==> config.mk <==
export PLATFORM = sky130hd
export DESIGN_NAME = multicycle_ctrl
export DESIGN_NICKNAME = d
export VERILOG_FILES = /design/src/rtl/ctrl_pkg.sv /design/src/rtl/ctrl_output_decode.sv /design/src/rtl/multicycle_ctrl.sv
export SDC_FILE = /design/constraint.sdc
export NUM_CORES = 1
export LEC_CHECK = 0
export CORE_ASPECT_RATIO = 0.5
export CORE_MARGIN = 2
export CORE_UTILIZATION = 48
export CTS_BUF_LIST = sky130_fd_sc_hd__clkbuf_8
export CTS_CLUSTER_SIZE = 40
export DETAILED_ROUTE_END_ITERATION = 8
export GPL_ROUTABILITY_DRIVEN = 1
export PLACE_DENSITY_LB_ADDON = 0.12
export SYNTH_ARGS = -nofsm -noshare
export SYNTH_HDL_FRONTEND = slang
export SYNTH_HIERARCHICAL = 1
export SYNTH_SLANG_ARGS = --single-unit
export TNS_END_PERCENT = 100
==> constraint.sdc <==
create_clock -name clk -period 3.85 [get_ports clk]
set_input_delay 0.385 -clock clk [delete_from_list [all_inputs] [get_ports clk]]
set_output_delay 0.385 -clock clk [all_outputs]
set_load 0.05 [all_outputs]
==> src/rtl/ctrl_pkg.sv <==
// ctrl_pkg: shared state, immediate-format, opcode and mux-select encodings for the multicycle control
package ctrl_pkg;
  typedef enum logic [3:0] {
    S_FETCH, S_DECODE, S_MEMADR, S_MEMREAD, S_MEMWB, S_MEMWRITE, S_EXEC_R,
    S_EXEC_I, S_ALUWB, S_JAL, S_BRANCH, S_LUI, S_TRAP
  } state_t;
  typedef enum logic [2:0] {
    IMM_I = 3'b000, IMM_S = 3'b001, IMM_B = 3'b010, IMM_U = 3'b011, IMM_J = 3'b100
  } imm_src_t;
  localparam logic [6:0] OP_LOAD   = 7'b0000011;
  localparam logic [6:0] OP_STORE  = 7'b0100011;
  localparam logic [6:0] OP_R      = 7'b0110011;
  localparam logic [6:0] OP_I      = 7'b0010011;
  localparam logic [6:0] OP_JAL    = 7'b1101111;
  localparam logic [6:0] OP_BRANCH = 7'b1100011;
  localparam logic [6:0] OP_LUI    = 7'b0110111;
  localparam logic [1:0] RES_ALUOUT = 2'b00, RES_MEMDATA = 2'b01, RES_ALURESULT = 2'b10, RES_IMMEXT = 2'b11;
  localparam logic [1:0] SRCA_PC = 2'b00, SRCA_OLDPC = 2'b01, SRCA_RS1 = 2'b10;
  localparam logic [1:0] SRCB_RS2 = 2'b00, SRCB_IMM = 2'b01, SRCB_FOUR = 2'b10;
  localparam logic [1:0] ALU_ADD = 2'b00, ALU_SUB = 2'b01, ALU_FUNCT = 2'b10;
endpackage

==> src/rtl/ctrl_output_decode.sv <==
// ctrl_output_decode: combinational state-to-control-strobe table with mem_ready and branch gating
module ctrl_output_decode
  import ctrl_pkg::*;
(
  input  state_t      state,
  input  logic        mem_ready,
  input  logic        zero,
  input  logic        branch_ne,
  input  logic        is_store,
  output logic        pc_write,
  output logic        adr_src,
  output logic        mem_write,
  output logic        ir_write,
  output logic [1:0]  result_src,
  output logic [1:0]  alu_src_a,
  output logic [1:0]  alu_src_b,
  output logic [1:0]  alu_op,
  output imm_src_t    imm_src,
  output logic        reg_write
);
  always_comb begin
    pc_write   = 1'b0;
    adr_src    = 1'b0;
    mem_write  = 1'b0;
    ir_write   = 1'b0;
    result_src = RES_ALUOUT;
    alu_src_a  = SRCA_PC;
    alu_src_b  = SRCB_RS2;
    alu_op     = ALU_ADD;
    imm_src    = IMM_I;
    reg_write  = 1'b0;
    case (state)
      S_FETCH: begin
        ir_write   = mem_ready;
        pc_write   = mem_ready;
        alu_src_b  = SRCB_FOUR;
        result_src = RES_ALURESULT;
      end
      S_DECODE: begin
        alu_src_a = SRCA_OLDPC;
        alu_src_b = SRCB_IMM;
        imm_src   = IMM_B;
      end
      S_MEMADR: begin
        alu_src_a = SRCA_RS1;
        alu_src_b = SRCB_IMM;
        imm_src   = is_store ? IMM_S : IMM_I;
      end
      S_MEMREAD: adr_src = 1'b1;
      S_MEMWB: begin
        result_src = RES_MEMDATA;
        reg_write  = 1'b1;
      end
      S_MEMWRITE: begin
        adr_src   = 1'b1;
        mem_write = 1'b1;
      end
      S_EXEC_R: begin
        alu_src_a = SRCA_RS1;
        alu_op    = ALU_FUNCT;
      end
      S_EXEC_I: begin
        alu_src_a = SRCA_RS1;
        alu_src_b = SRCB_IMM;
        alu_op    = ALU_FUNCT;
      end
      S_ALUWB: reg_write = 1'b1;
      S_JAL: begin
        alu_src_a = SRCA_OLDPC;
        alu_src_b = SRCB_FOUR;
        imm_src   = IMM_J;
        pc_write  = 1'b1;
      end
      S_BRANCH: begin
        alu_src_a = SRCA_RS1;
        alu_op    = ALU_SUB;
        pc_write  = zero ^ branch_ne;
      end
      S_LUI: begin
        result_src = RES_IMMEXT;
        imm_src    = IMM_U;
        reg_write  = 1'b1;
      end
      default: ;
    endcase
  end
endmodule

==> src/rtl/multicycle_ctrl.sv <==
// multicycle_ctrl: RV32I multicycle main FSM with illegal-opcode trap and retired-instruction counter
module multicycle_ctrl
  import ctrl_pkg::*;
#(
  parameter int CNT_W = 32
) (
  input  logic             clk,
  input  logic             rst,
  input  logic [6:0]       opcode,
  input  logic [2:0]       funct3,
  input  logic             zero,
  input  logic             mem_ready,
  output logic             pc_write,
  output logic             adr_src,
  output logic             mem_write,
  output logic             ir_write,
  output logic [1:0]       result_src,
  output logic [1:0]       alu_src_a,
  output logic [1:0]       alu_src_b,
  output logic [1:0]       alu_op,
  output imm_src_t         imm_src,
  output logic             reg_write,
  output logic             illegal_instr,
  output logic [CNT_W-1:0] instret,
  output logic             retire
);
  state_t state_q, state_d;
  logic illegal_q, illegal_d, retire_q, retire_d, retiring;
  logic [CNT_W-1:0] instret_q, instret_d;
  always_comb begin
    state_d = state_q;
    case (state_q)
      S_FETCH:    state_d = mem_ready ? S_DECODE : S_FETCH;
      S_DECODE: begin
        case (opcode)
          OP_LOAD, OP_STORE: state_d = S_MEMADR;
          OP_R:              state_d = S_EXEC_R;
          OP_I:              state_d = S_EXEC_I;
          OP_JAL:            state_d = S_JAL;
          OP_BRANCH:         state_d = (funct3[2:1] == 2'b00) ? S_BRANCH : S_TRAP;
          OP_LUI:            state_d = S_LUI;
          default:           state_d = S_TRAP;
        endcase
      end
      S_MEMADR:   state_d = opcode[5] ? S_MEMWRITE : S_MEMREAD;
      S_MEMREAD:  state_d = mem_ready ? S_MEMWB : S_MEMREAD;
      S_MEMWRITE: state_d = mem_ready ? S_FETCH : S_MEMWRITE;
      S_MEMWB, S_ALUWB, S_BRANCH, S_LUI: state_d = S_FETCH;
      S_EXEC_R, S_EXEC_I, S_JAL:         state_d = S_ALUWB;
      default:    state_d = S_TRAP;
    endcase
    retiring  = (state_q inside {S_MEMWB, S_ALUWB, S_BRANCH, S_LUI}) ||
                (state_q == S_MEMWRITE && mem_ready);
    retire_d  = retiring;
    instret_d = instret_q + {{(CNT_W-1){1'b0}}, retiring};
    illegal_d = illegal_q | (state_d == S_TRAP);
  end
  always_ff @(posedge clk) begin
    if (rst) begin
      state_q   <= S_FETCH;
      illegal_q <= 1'b0;
      retire_q  <= 1'b0;
      instret_q <= '0;
    end else begin
      state_q   <= state_d;
      illegal_q <= illegal_d;
      retire_q  <= retire_d;
      instret_q <= instret_d;
    end
  end
  ctrl_output_decode u_dec (
    .state      (state_q),
    .mem_ready  (mem_ready),
    .zero       (zero),
    .branch_ne  (funct3[0]),
    .is_store   (opcode[5]),
    .pc_write   (pc_write),
    .adr_src    (adr_src),
    .mem_write  (mem_write),
    .ir_write   (ir_write),
    .result_src (result_src),
    .alu_src_a  (alu_src_a),
    .alu_src_b  (alu_src_b),
    .alu_op     (alu_op),
    .imm_src    (imm_src),
    .reg_write  (reg_write)
  );
  assign illegal_instr = illegal_q;
  assign retire        = retire_q;
  assign instret       = instret_q;
endmodule

# Word-level counts from Yosys, hierarchy flattened
# Index checks and enable logic that the tools add are counted.
[classes]
n_eq_ne = 19
mux = 18
addsub = 1
n_bitwise = 2
reduce_logical = 15
[ops]
columns = ["operator", "n"]
rows = [
  ["32-bit by 1-bit adder with 32-bit output", 1],
  ["4-bit one-hot mux with 7 select lines", 1],
  ["4-bit one-hot mux with 6 select lines", 1],
  ["7-bit by 6-bit == test with 1-bit output (second input constant)", 3],
  ["4-bit == test (second input constant)", 5],
  ["4-bit by 3-bit == test with 1-bit output (second input constant)", 4],
  ["7-bit == test (second input constant)", 2],
  ["3-bit two-way mux", 4],
  ["2-bit one-hot mux with 2 select lines", 3],
  ["3-bit one-hot mux with 4 select lines", 1],
  ["2-bit OR reduction", 5],
  ["3-bit OR reduction", 3],
  ["4-bit by 2-bit == test with 1-bit output (second input constant)", 2],
  ["4-bit OR reduction", 2],
  ["7-bit by 2-bit == test with 1-bit output (second input constant)", 1],
  ["7-bit by 5-bit == test with 1-bit output (second input constant)", 1],
  ["1-bit two-way mux", 6],
  ["2-bit one-hot mux with 3 select lines", 1],
  ["4-bit by 1-bit == test with 1-bit output (second input constant)", 1],
  ["4-bit logical NOT", 1],
  ["4-bit nonzero test", 1],
  ["1-bit one-hot mux with 3 select lines", 1],
  ["2-bit logical NOT", 1],
  ["1-bit logical AND", 1],
  ["other kinds (3)", 3],
]
[word_totals]
regBits = 38
in_bits = 14
elab_cells = 59

# Depth between registers and ports, before layout
[depth]
word_depth = 6
mapped_depth = 12

# Hierarchy
# Netlist, hierarchy kept.
[modules_own_cells]
columns = ["module", "area_each_um2", "seq_area_each_um2", "cells_per_inst", "n_inst"]
rows = [
  ["multicycle_ctrl", 1845.5, 760.7, 223, 1],
  ["ctrl_output_decode", 246.5, 0.0, 42, 1],
]

# Worst setup path before layout
# No wires, ideal clock.
[synth_timing]
path_type = "flip-flop to flip-flop"
startpoint = "reg state_q[2]"
endpoint = "reg instret_q[22], in the netlist instret[22]"
arrival_ns = 2.612
t_required_ns = 3.722
slack_ns = 1.110
path_stages_with_launch = 12
period_less_slack_ns = 2.740
cell_sequence = "dfxtp_1 -> clkbuf_1 -> inv_1 -> o41ai_1 -> ha_1 -> ha_1 -> and3_1 -> nand4_1 -> clkbuf_1 -> nor4_1 -> xnor2_1 -> nor2_1"
[synth_via]
elab_chain_cells = 4
[synth_rtl]
columns = ["element", "line_no", "rtl"]
rows = [
  ["from (decl)", "multicycle_ctrl.sv:27", "state_t state_q, state_d;"],
  ["from (signal assigned)", "multicycle_ctrl.sv:65", "state_q <= state_d;"],
  ["4-bit by 3-bit == test with 1-bit output (tied with other cells)", "multicycle_ctrl.sv:52", "retiring = (state_q inside {S_MEMWB, S_ALUWB, S_BRANCH, S_LUI}) ||"],
  ["4-bit nonzero test or 1-bit logical AND (tied branches)", "multicycle_ctrl.sv:52, multicycle_ctrl.sv:53", ""],
  ["1-bit logical OR *", "multicycle_ctrl.sv:52", ""],
  ["via retire_d", "multicycle_ctrl.sv:28", "logic illegal_q, illegal_d, retire_q, retire_d, retiring;"],
  ["32-bit by 1-bit adder with 32-bit output *", "multicycle_ctrl.sv:55", "instret_d = instret_q + {{(CNT_W-1){1'b0}}, retiring};"],
  ["to (signal assigned)", "multicycle_ctrl.sv:68", "instret_q <= instret_d;"],
  ["to (decl)", "multicycle_ctrl.sv:29", "logic [CNT_W-1:0] instret_q, instret_d;"],
]
# The timed path passes the listed nets; every way through them passes the cells marked *.
# A chain may end at the register's enable or synchronous reset.

# Worst setup path after layout
[layout_timing]
startpoint = "reg state_q[2]"
endpoint = "reg instret_q[28], in the netlist instret[28]"
# Same word-level chain as after synthesis.

==> summary.txt <==
Outcome
  – Outcome: finished clean

Synthesis
  – Top post-synthesis cells by area: sky130_fd_sc_hd__dfxtp_1 36%, sky130_fd_sc_hd__xnor2_1 11%, sky130_fd_sc_hd__nor2_1 7.4%, sky130_fd_sc_hd__nor3_1 3.8%, sky130_fd_sc_hd__nand2_1 3.4%
  – Count of yosys warnings during synthesis: 6
  – Cell count after synthesis: 265
  – Yosys top cell area share: a little over a third
  – Synth Area per Inst: ~8 um^2
  – Part of the Yosys area used for sequential elements: a little over a third
  – Distinct cells, synth: 39
  – Synthesized area: about 2100 um^2
  – Number of nets in the synthesized netlist: 281
  – Post-synthesis sequential element count: 38
  – Cell type with the largest total area after synthesis: sky130_fd_sc_hd__dfxtp_1

Cells and area
  – Post-layout util: between 70% and 80%
  – Final nets: about 340
  – Proportion of layout cells with a drive suffix above 1: under 10%
  – Synth-to-Final Area Change: 36.5%
  – Number of fill cells in the layout: 340
  – Diode insertion count for antenna repair: 0

Critical path
  – Depth of the critical timing path with buffers and inverters included: 11
  – Largest incremental delay on the critical path: ~430 ps
  – Arrival time at the worst endpoint: 3210 ps
  – Sequence of cells on the critical path: buf_4, inv_1, o41ai_1, ha_1, ha_1, and3_1, nand4_1, buf_4, nor4_1, xnor2_1, nor2_1
  – Critical path launch point type: register
  – CP delay by family, top: simple AND/OR/NAND/NOR gates
  – WP data required: between 4000 and 5000 ps
  – Worst-case reg-to-reg path depth: 11
  – Cell with the largest stage delay on the worst path: sky130_fd_sc_hd__o41ai_1
  – Largest fanout on the critical path: 22
  – Type of the worst setup path: register to register
  – Count of buffer and inverter cells on the critical path: 3
  – RR Startpoint: state_q[2]
  – Crit path launch: state_q[2]
  – Crit end category: register

Timing
  – Relative slew slack: between 50 and 60%
  – Final-report setup violation count: 0
  – Setup slack of the critical path after layout: between 800 and 900 ps
  – Final Cycle Share: 78.8%
  – Number of slew-limit violations in the final report: 0
  – Maximum clock skew at final layout: 5.99 ps
  – Hold violation total from the final report: 0
  – Worst-margin pin slew: 707 ps
  – Fmax: roughly 0.33 GHz
  – Total negative slack: 0 ps
  – Minimum period implied by the final worst setup slack: slightly above 3000 ps
  – Setup repair after global routing missed its margin: no

Route
  – Total DRC errors in the routed layout: 0
  – WL/cell: around 13 um
  – Wirelength, routed: roughly 5000 um
  – DR vias/cell: 5.39
  – Starting DRT DRC Count: between 80 and 90
  – Antenna violation net count after detailed routing: 0
  – Routed vias: between 2000 and 2500
  – First-pass iteration count of the detailed router: 4

Floorplan
  – Area of the core region: slightly above 4000 um^2
  – IO Count: 64
  – Row count: 16
  – Die boundary width: about 97 um
  – Vertical die dimension: roughly 50 um
  – Area of the die: just under 5000 um^2
  – Effective utilization at floorplan: approximately half

GRT
  – Number of global-route vias before repair: 1936
  – Number of antenna violations at the first check in global routing: 0
  – Global-route wire length before repair: 8470 um
  – Total congestion overflow after global routing: 0
  – Tot GR Track Use: between 20% and 30%
  – Pin count of the biggest net entering global routing: 30

CTS
  – CTS Hold Buffers Added: 0
  – PostCTS Resize Cnt: 0
  – TritonCTS clock tree: yes
  – Clk pin slew, worst setup/hold paths: roughly 80 ps
  – Buffer depth of the longest clock path: 2
  – CTS Buf Count: 5
  – Number of buffers added for setup after CTS: 0
  – Cell chosen for the clock root: sky130_fd_sc_hd__clkbuf_8
  – Number of clock sinks: 38
  – Worst skew pair latency: between 200 and 300 ps
  – H-Tree Depth: 2

Min path
  – Worst Hold Path Cells: 2
  – Origin of the worst min-delay path: instret[29]
  – Hold crit path type: register to register

Job
  – Maxcap violations: 0

Place
  – DP HPWL: 3480 um
  – Setup Slack @ Placement: roughly 550 ps
  – Global placer's final weighted congestion: 0.798
  – Port Buffer Count: between 60 and 70

Power and ir drop
  – Ratio of total power to cell area: about 300 nW/um^2
  – Static power due to leakage: around 0.95 nW
  – Maximum vdd drop: 0.000231 V
## area by class of cell
class / count / area, um^2 / share of cell area (%)
clock buffer: 6 / 82.6 / 2.89
clock inverter: 2 / 12.5 / 0.438
inverter: 10 / 37.5 / 1.31
multi-input combinational: 203 / 1230 / 43.0
sequential: 38 / 761 / 26.6
tap: 54 / 67.6 / 2.37
timing repair buffer: 68 / 668 / 23.4
## layer usage
metal  GRT usage [%]  vias up  part of all wire [%]
met1            24.5      956                    47
met5               0        -                     0
met4            6.71        0                  0.86
met3            5.43        5                   5.6
li1                -     1036                     -
met2            37.6       57                    46
## synthesized netlist by cell type (all sizes together)
cell	count
nor4	9
nand2	19
nor4b	3
or3	3
o21ai	9
a21oi	11
and4	5
nor3b	3
nand4	2
a211oi	3
nand2b	3
o41ai	2
nand3b	2
nor3	16
and4bb	1
ha	2
a2111oi	1
nor2	41
xnor2	27
or4b	1
o22ai	2
mux2i	2
buf	6
xor2	5
mux2	1
o21bai	2
nor2b	5
and2	1
and3	5
clkbuf	8
inv	10
dfxtp	38
or4	2
a2bb2oi	1
or2	1
and2b	1
nand3	12
## where the power goes
| part | total (mW) | switching (mW) | internal, mW | leakage [nW] |
|---|---|---|---|---|
| Sequential | 0.410 | 0.0109 | 0.399 | 0.307 |
| Combinational | 0.168 | 0.104 | 0.0636 | 0.598 |
| Clock | 0.288 | 0.144 | 0.144 | 0.0472 |
| Total | 0.865 | 0.259 | 0.606 | 0.952 |
## state kept, by name (all words and copies together) (netlist names)
signal / cells
state_q: 4
instret: 32
retire: 1
illegal_instr: 1
## cell families after synthesis
group / after synthesis / synth area share [%]
and+or+nand+nor: 135 / 33.4
DFF: 38 / 36.4
xor gates and xnor gates: 32 / 13.4
AOI/OAI and AO/OA: 31 / 9.15
buffers and inverters: 24 / 4.96
muxes: 3 / 1.50
adders and majority gates: 2 / 1.20
## worst paths after layout
kind	endpoint	slack [ps]
max	instret[28]	820
max reg2reg	instret[28]	820
min	instret[29]	550
min reg2reg	instret[29]	550
## placed cells by master (no fill, tap or decap), types with 10 or more instances in the layout
cell type	Yosys	final
sky130_fd_sc_hd__nor2_1	41	41
sky130_fd_sc_hd__a21oi_1	11	11
sky130_fd_sc_hd__clkdlybuf4s50_1	0	63
sky130_fd_sc_hd__inv_1	10	10
sky130_fd_sc_hd__dfxtp_1	38	38
sky130_fd_sc_hd__nor3_1	16	16
sky130_fd_sc_hd__nand3_1	12	12
sky130_fd_sc_hd__nand2_1	19	19
sky130_fd_sc_hd__xnor2_1	27	27
## per-stage QoR
step	hold WS [ps]	instance area, um^2	std cells	total power, mW
finish	546	2860	381	0.865
CTS	552	2860	381	0.871
global route	579	2860	381	0.897
global placement	502	2760	373	0.584
detailed placement	538	2760	373	0.586
floorplan	563	2090	265	0.530
## worst register-to-register path: stages, from the launching register on
cell                      delay (ps)
sky130_fd_sc_hd__dfxtp_1         310
sky130_fd_sc_hd__buf_4           230
sky130_fd_sc_hd__inv_1           140
sky130_fd_sc_hd__o41ai_1         430
sky130_fd_sc_hd__ha_1            280
sky130_fd_sc_hd__ha_1            190
sky130_fd_sc_hd__and3_1          230
sky130_fd_sc_hd__nand4_1         300
sky130_fd_sc_hd__buf_4           270
sky130_fd_sc_hd__nor4_1          350
sky130_fd_sc_hd__xnor2_1         160
sky130_fd_sc_hd__nor2_1           50
(Power assumes the default switching activity.)
